## src/rtl/message_composer_if.sv

```systemverilog
// Byte stream from the message composer to a downstream consumer (UART/LCD writer).
// The master offers tx_data/tx_last under tx_valid; the slave accepts with tx_ready.
// A byte moves on every cycle where tx_valid and tx_ready are both high.
interface message_composer_if;
  logic [7:0] tx_data;
  logic       tx_valid;
  logic       tx_ready;
  logic       tx_last;

  modport master (output tx_data, output tx_valid, output tx_last, input tx_ready);
  modport slave  (input tx_data, input tx_valid, input tx_last, output tx_ready);
endinterface

```

## src/rtl/message_composer.sv

```systemverilog
// Line buffer for keypad characters with space/backspace edits; streams the message on send.
// Latency: edits land one edge after the event; first byte is offered the cycle after the send edge.
// Backpressure: tx_data/tx_last hold while tx_ready is low; 1 byte/cycle when tx_ready stays high.
// Optional: define COMPOSER_TERMINATOR_EN to append a 0x0D terminator byte to every message.
module message_composer #(
  parameter int MAX_LEN = 16,
  parameter int LEN_W   = $clog2(MAX_LEN + 1)
) (
  input  logic             clk,
  input  logic             rst_n,
  input  logic [7:0]       char_in,
  input  logic             char_valid,
  input  logic             btn_space,
  input  logic             btn_back,
  input  logic             btn_send,
  input  logic [LEN_W-1:0] rd_addr,
  output logic [7:0]       rd_data,
  output logic [LEN_W-1:0] buf_len,
  output logic             busy,
  output logic             rejected,
  message_composer_if.master tx
);

  localparam int               IDX_W    = (MAX_LEN > 1) ? $clog2(MAX_LEN) : 1;
  localparam logic [LEN_W-1:0] FULL_LEN = LEN_W'(MAX_LEN);
  localparam logic [LEN_W-1:0] ONE      = LEN_W'(1);
  localparam logic [7:0]       SPACE_CH = 8'h20;
  localparam logic [7:0]       TERM_CH  = 8'h0D;
`ifdef COMPOSER_TERMINATOR_EN
  localparam bit TERM_EN = 1'b1;
`else
  localparam bit TERM_EN = 1'b0;
`endif

  typedef enum logic {EDIT, SEND} state_t;

  state_t           state, state_nxt;
  logic [7:0]       mem [MAX_LEN];
  logic             send_q, back_q, space_q;
  logic             send_rise, back_rise, space_rise;
  logic [LEN_W-1:0] tx_idx, tx_idx_nxt;
  logic             full, empty, handshake;
  logic             wr_en, len_dec, tx_start, tx_adv, tx_done, rej_nxt;
  logic [7:0]       wr_dat;

  assign send_rise  = btn_send  & ~send_q;
  assign back_rise  = btn_back  & ~back_q;
  assign space_rise = btn_space & ~space_q;
  assign full       = (buf_len == FULL_LEN);
  assign empty      = (buf_len == '0);
  assign handshake  = tx.tx_valid & tx.tx_ready;
  assign tx_idx_nxt = tx_idx + ONE;
  assign busy       = (state == SEND);
  // The message is offered for the whole of SEND, so valid is simply the state.
  assign tx.tx_valid = busy;

  // State register.
  always_ff @(posedge clk) begin
    if (!rst_n) state <= EDIT;
    else        state <= state_nxt;
  end

  // Event arbitration: next state plus one-cycle strobes for the datapath.
  always_comb begin
    state_nxt = state;
    wr_en     = 1'b0;
    wr_dat    = char_in;
    len_dec   = 1'b0;
    tx_start  = 1'b0;
    tx_adv    = 1'b0;
    tx_done   = 1'b0;
    rej_nxt   = 1'b0;
    case (state)
      EDIT: begin
        if (send_rise && !empty) begin
          // A character confirmed in the send cycle still makes it into the message.
          state_nxt = SEND;
          tx_start  = 1'b1;
          if (char_valid) begin
            if (!full) wr_en   = 1'b1;
            else       rej_nxt = 1'b1;
          end
          if (back_rise || space_rise) rej_nxt = 1'b1;
        end else if (char_valid) begin
          if (!full) wr_en   = 1'b1;
          else       rej_nxt = 1'b1;
          if (back_rise || space_rise) rej_nxt = 1'b1;
        end else if (back_rise) begin
          len_dec = !empty;
          if (space_rise) rej_nxt = 1'b1;
        end else if (space_rise) begin
          wr_dat = SPACE_CH;
          if (!full) wr_en   = 1'b1;
          else       rej_nxt = 1'b1;
        end
      end
      SEND: begin
        rej_nxt = char_valid | send_rise | back_rise | space_rise;
        if (handshake) begin
          if (tx.tx_last) begin
            tx_done   = 1'b1;
            state_nxt = EDIT;
          end else begin
            tx_adv = 1'b1;
          end
        end
      end
      default: state_nxt = EDIT;
    endcase
  end

  // Character storage; contents survive reset, buf_len alone marks what is valid.
  always_ff @(posedge clk) begin
    if (wr_en) mem[buf_len[IDX_W-1:0]] <= wr_dat;
  end

  // Edge detectors, length, transmit pointer/outputs, read port and reject pulse.
  always_ff @(posedge clk) begin
    if (!rst_n) begin
      send_q     <= 1'b0;
      back_q     <= 1'b0;
      space_q    <= 1'b0;
      buf_len    <= '0;
      tx_idx     <= '0;
      tx.tx_data <= 8'h00;
      tx.tx_last <= 1'b0;
      rd_data    <= 8'h00;
      rejected   <= 1'b0;
    end else begin
      send_q   <= btn_send;
      back_q   <= btn_back;
      space_q  <= btn_space;
      rejected <= rej_nxt;

      if (tx_done)      buf_len <= '0;
      else if (wr_en)   buf_len <= buf_len + ONE;
      else if (len_dec) buf_len <= buf_len - ONE;

      if (tx_start) begin
        // buf_len >= 1 here, so mem[0] already holds the first character.
        tx_idx     <= '0;
        tx.tx_data <= mem[0];
        tx.tx_last <= !TERM_EN && (buf_len == ONE) && !wr_en;
      end else if (tx_adv) begin
        tx_idx <= tx_idx_nxt;
        if (TERM_EN && (tx_idx_nxt == buf_len)) begin
          tx.tx_data <= TERM_CH;
          tx.tx_last <= 1'b1;
        end else begin
          tx.tx_data <= mem[tx_idx_nxt[IDX_W-1:0]];
          tx.tx_last <= !TERM_EN && (tx_idx_nxt == buf_len - ONE);
        end
      end else if (tx_done) begin
        tx_idx     <= '0;
        tx.tx_data <= 8'h00;
        tx.tx_last <= 1'b0;
      end

      rd_data <= (rd_addr < buf_len) ? mem[rd_addr[IDX_W-1:0]] : 8'h00;
    end
  end

endmodule

```

## src/flat_wrapper.sv

```systemverilog
// flat-port wrapper written by rule: the top's interface ports become plain ports
module message_composer_flat 
#(
  parameter int MAX_LEN = 16,
  parameter int LEN_W   = $clog2(MAX_LEN + 1)
)
  (clk, rst_n, char_in, char_valid, btn_space, btn_back, btn_send, rd_addr, rd_data, buf_len, busy, rejected, tx_tx_data, tx_tx_valid, tx_tx_last, tx_tx_ready);
  message_composer_if tx_i ();
  input  logic clk;
  input  logic rst_n;
  input  logic [7:0] char_in;
  input  logic char_valid;
  input  logic btn_space;
  input  logic btn_back;
  input  logic btn_send;
  input  logic [LEN_W-1:0] rd_addr;
  output logic [7:0] rd_data;
  output logic [LEN_W-1:0] buf_len;
  output logic busy;
  output logic rejected;
  output wire logic [$bits(tx_i.tx_data)-1:0] tx_tx_data;
  output wire logic [$bits(tx_i.tx_valid)-1:0] tx_tx_valid;
  output wire logic [$bits(tx_i.tx_last)-1:0] tx_tx_last;
  input wire logic [$bits(tx_i.tx_ready)-1:0] tx_tx_ready;
  assign tx_tx_data = tx_i.tx_data;
  assign tx_tx_valid = tx_i.tx_valid;
  assign tx_tx_last = tx_i.tx_last;
  assign tx_i.tx_ready = tx_tx_ready;
  message_composer #(.MAX_LEN(MAX_LEN), .LEN_W(LEN_W)) u_core (.clk(clk), .rst_n(rst_n), .char_in(char_in), .char_valid(char_valid), .btn_space(btn_space), .btn_back(btn_back), .btn_send(btn_send), .rd_addr(rd_addr), .rd_data(rd_data), .buf_len(buf_len), .busy(busy), .rejected(rejected), .tx(tx_i));
endmodule
```

## config.mk

```make
export PLATFORM = sky130hd
export DESIGN_NAME = message_composer_flat
export DESIGN_NICKNAME = d
export VERILOG_FILES = /design/src/rtl/message_composer_if.sv /design/src/rtl/message_composer.sv /design/src/flat_wrapper.sv
export SDC_FILE = /design/constraint.sdc
export NUM_CORES = 1
export LEC_CHECK = 0
export CORE_UTILIZATION = 60
export DETAILED_ROUTE_END_ITERATION = 8
export PLACE_DENSITY = 0.8
export SLEW_MARGIN = 20
export SYNTH_ARGS = -nofsm -noshare
export SYNTH_HDL_FRONTEND = slang
export SYNTH_SLANG_ARGS = --single-unit
```

## constraint.sdc

```tcl
create_clock -name clk -period 4 [get_ports clk]
set_input_delay 0.8 -clock clk [delete_from_list [all_inputs] [get_ports clk]]
set_output_delay 0.8 -clock clk [all_outputs]
set_load 0.02 [all_outputs]
```

# == Word-level counts from Yosys, hierarchy flattened ==
# Memory sizes are Yosys's and may differ from the RTL's. A register that Yosys moved wholly into a read port is not among the register bits.
# Index checks and enable logic that the tools add are counted.
# word_totals
word_cells,90
input_bits,20
mem_bits_rw,128
mem_count,1
register_bits,24
output_inout_bits,25
# classes
n_addsub,3
n_bitwise,12
order_cmp,1
muxes,48
n_reduce_logical,13
eq_ne,3
# mem_list
name,words,width,read_ports,rd_clocked_by_memory_dff,write_ports,line,rtl
u_core.mem,16,8,3,1,1,message_composer.sv:38,logic [7:0] mem [MAX_LEN];
# ops
cell,count
$mux W8,8
$mux W1,34
$mux W5,4
$add A5 B1 Y5 const B,2
$eq A5 B1 Y1 const B,1
$eq A5 B5 Y1,1
$eq A5 B5 Y1 const B,1
$logic_not A5 Y1,1
$lt A5 B5 Y1,1
$not A1 Y1,5
$sub A5 B1 Y5 const B,1
$and A1 B1 Y1,4
$pmux W1 S2,2
$reduce_bool A2 Y1,2
$reduce_or A2 Y1,2
$logic_not A1 Y1,3
$or A1 B1 Y1,3
$reduce_bool A3 Y1,1
$logic_and A1 B1 Y1,2
$reduce_and A2 Y1,1
$logic_or A1 B1 Y1,1

# == Logic depth before layout (Yosys ltp) ==
# depth
ltp_word,10
depth_mapped,8
ltp_nobuf,7

# == Worst setup path before layout ==
# OpenSTA, ideal clock, no wires.
# synth_timing
path_type,register to register
start,reg u_core.buf_len[0]
end,mem u_core.mem[0][0] (enable)
path_slack_ps,1134
path_stages_with_launch,9
required_time_ps,3617
arrival_time_ps,2483
cell_sequence,dfxtp_1 -> clkbuf_1 -> inv_1 -> ha_1 -> nor4b_4 -> o211ai_2 -> a21oi_2 -> nand2_1 -> nor3_1
# synth_via
elab_chain_len,9
elab_cells_between_ends,13
# synth_rtl
item,line,rtl
"start, declared",message_composer.sv:18,"output logic [LEN_W-1:0] buf_len,"
"start signal, assigned",message_composer.sv:136,else if (wr_en) buf_len <= buf_len + ONE;
"start signal, assigned",message_composer.sv:137,else if (len_dec) buf_len <= buf_len - ONE;
$eq A5 B5 Y1,message_composer.sv:49,assign full = (buf_len == FULL_LEN);
$mux W1,"message_composer.sv:80, message_composer.sv:85, message_composer.sv:93",
$mux W1,message_composer.sv:91,end else if (space_rise) begin
$mux W1,message_composer.sv:88,end else if (back_rise) begin
$mux W1,message_composer.sv:84,end else if (char_valid) begin
$mux W1,message_composer.sv:75,if (send_rise && !empty) begin
$mux W1,message_composer.sv:73,case (state)
$mux W1,message_composer.sv:114,if (wr_en) mem[buf_len[IDX_W-1:0]] <= wr_dat;
$mux W1 (implied by the code),message_composer.sv:114,
"end, declared",message_composer.sv:38,
# Parallel ways exist; a longest one is shown, timed or not.

# == Worst setup path in the final report ==
# layout_timing
start,reg u_core.buf_len[0]
end,mem u_core.mem[9][5] (enable)
# The elaborated chain is that of the path after synthesis.

==> flow_metrics.tcl <==
set metrics [dict create \
    yosysTopAreaCell "edfxtp_1" \
    synthArstFlopShare_pct 0 \
    antenna_found_initial 0 \
    die_area_mm2 0.0132 \
    path_clk_slew_ns 0.06 \
    synth-seq-cells 160 \
    htree_levels 4 \
    drt.antenna.violating_nets 0 \
    cp.required_ns 4.05 \
    synth-main-ff-cell "edfxtp_1" \
    core_mm2 0.0123 \
    worst_pin_slew_ns 0.916 \
    cp.arrival_ns 3.18 \
    cts_tree "yes" \
    drt_iter0_drc 710 \
    syn2layout_area_growth_pct 15.8 \
    grt-ovfl-total 0 \
    slowest_stage "nor2_1" \
    max_freq_mhz 320 \
    status "finished clean" \
    syn_nets 508 \
    ctsResizeCount 0 \
    final.period_utilization_pct 78.1 \
    crit_fanout 10 \
    postCtsSetupRepairBufs 0 \
    hold_violations 0 \
    grt_setup_unrepaired "false" \
    path_class "flop to flop" \
    cts_inserted_buffers 17 \
    num_antenna_cells 0 \
    worstPathCellList "inv_1 > ha_1 > nor4b_4 > o211ai_2 > a21oi_2 > nand2_1 > nor2_1" \
    core.rowCount 40 \
    die_w_um 115 \
    seq_area_frac_synth_pct 58.4 \
    setup_viol 0 \
    p_per_area_mw_per_mm2 470 \
    slew_headroom_pct 38.9 \
    fin_cells 707 \
    via_per_inst 6.89 \
    final_net_count 556 \
    clock_latency_ns 0.43 \
    fin_worst_skew_ns 0.0121 \
    yosys.cell_count.top_type "edfxtp_1" \
    avgSynthCellArea_um2 16.1 \
    via_count 4870 \
    peakVddDrop_mv 0.388 \
    slowest_delay_ns 0.63 \
    yosys_warnings 0 \
    timing.setup.tns_ns 0 \
    wl_um 19300 \
    die_y_um 115 \
    dp_cells 675 \
    drt_pass1_iterations 5 \
    synth_cells 478 \
    p_leak_nw 2.82 \
    cts_root_buf "clkbuf_16" \
    period_needed_ns 3.12 \
    startpoint_type "flop" \
    synth.top_cell.area_share_pct 50.1 \
    grt_max_degree 37 \
    final_layout_size_suffix_gt1_share_pct 24.5 \
    grtUsageTotal_pct 32.4 \
    drv_slew 0 \
    grt_pass1_wl_um 29800 \
    gp_congestion 0.959 \
    cp_top_family "simple AND/OR/NAND/NOR gates" \
    grt_pass1_vias 4936 \
    wire_per_inst_um 27.3 \
    synth_area_leaders "edfxtp_1 50%, mux4_2 19%, dfxtp_1 8.3%" \
    end_kind "flop" \
    dpl.hpwl_um 13000 \
    hold_path.class "flop to flop" \
    cts_num_sinks 160 \
    fin_util_pct 72.4 \
    synthTopCellsByCount "128 x edfxtp_1, 64 x mux4_2, 32 x dfxtp_1" \
    ys_types 50 \
    drc 0 \
    path_buf_inv 1 \
    portBuffers 44 \
    initial_core_util_pct 62.6 \
    finalPower_w 0.00418 \
    boundaryPins 45 \
    whs_ns 0.530 \
    maxCapViolCount 0 \
    synth_edf_count 128 \
    cts_buffer_depth 2 \
    syn_area_mm2 0.00767 \
    hold_buffers 0 \
]
metrics by stage:
step | instance area, um2 | setup WS, ns
finish | 8880 | 0.876
global route | 8880 | 0.708
CTS | 8880 | 0.929
detailed placement | 8300 | 0.561
global placement | 8300 | 0.654
floorplan | 7670 | 1.13
logic make-up after synthesis:
group	after synthesis	share of synthesized area (%)
mux	98	23.4
buf+inv	39	2.36
fa+ha+maj	10	1.63
flops	160	58.4
compound gates	70	6.77
xor+xnor	11	1.35
simple gates	90	6.02
tightest hold or removal path: stages (launching register included):
cell and delay (ns):
dfxtp_1 0.35, a21oi_1 0.07, nor2_1 0.08
metal layers:
| layer | part of all wire [%] | routed length, um | up-vias | global-route usage [%] |
|---|---|---|---|---|
| li1 | - | - | 2029 | - |
| met1 | 38 | 7260 | 2418 | 44.3 |
| met2 | 47 | 9000 | 370 | 48.2 |
| met3 | 11 | 2170 | 53 | 8.12 |
| met4 | 4.3 | 838 | 0 | 18.4 |
| met5 | 0 | 0 | - | 0 |
worst paths after layout:
path | cells past startpoint | slack [ns] | start | end
worst max-delay path | 7 | 0.88 | u_core.buf_len[0] | u_core.mem[9][5]
worst min-delay path | 2 | 0.53 | u_core.tx_idx[4] | u_core.tx_idx[4]
worst min register to register | 2 | 0.53 | u_core.tx_idx[4] | u_core.tx_idx[4]
worst max register to register | 7 | 0.88 | u_core.buf_len[0] | u_core.mem[9][5]
area by class of cell:
type	instances	area (um2)
flip-flops and latches	160	4490
fillers	724	3380
clock inverters	14	143
clock buffers	18	439
repair buffers	59	566
multi-input cells	279	3010
well taps	168	210
inverters	9	33.8
power breakdown:
group,internal [W],switching [W],total [W]
logic,0.000281,0.000359,0.000640
registers,0.00188,0.0000623,0.00194
clock network,0.000893,0.000700,0.00159
state kept, by name, summed over array words and instances, names as in the netlist:
name,cells
u_core.send_q,1
u_core.rejected,1
u_core.mem,128
u_core.back_q,1
u_core.tx_idx,5
u_core.tx.tx_data,8
u_core.space_q,1
u_core.rd_data,8
u_core.tx.tx_last,1
u_core.busy,1
u_core.buf_len,5
cells in the final DEF, fill, tap and decap left out, types with 2 or more instances in the layout:
cell,count
mux2_2,9
nor2_1,30
clkinvlp_4,3
and2_1,10
nor3b_1,2
xor2_1,3
mux2i_1,24
a211oi_1,11
clkbuf_16,17
nor2b_1,3
mux4_2,64
nor3_1,14
o21ai_0,9
inv_1,9
a21oi_1,12
edfxtp_1,128
xnor2_1,7
o22a_1,8
o21a_1,2
nand3_1,6
buf_4,14
clkdlybuf4s50_1,44
nand2_1,12
ha_1,10
inv_6,8
a22oi_1,10
a31o_2,2
a21o_1,3
nand2b_1,7
dfxtp_1,31
Note: power is estimated with default switching activity, not from simulation.
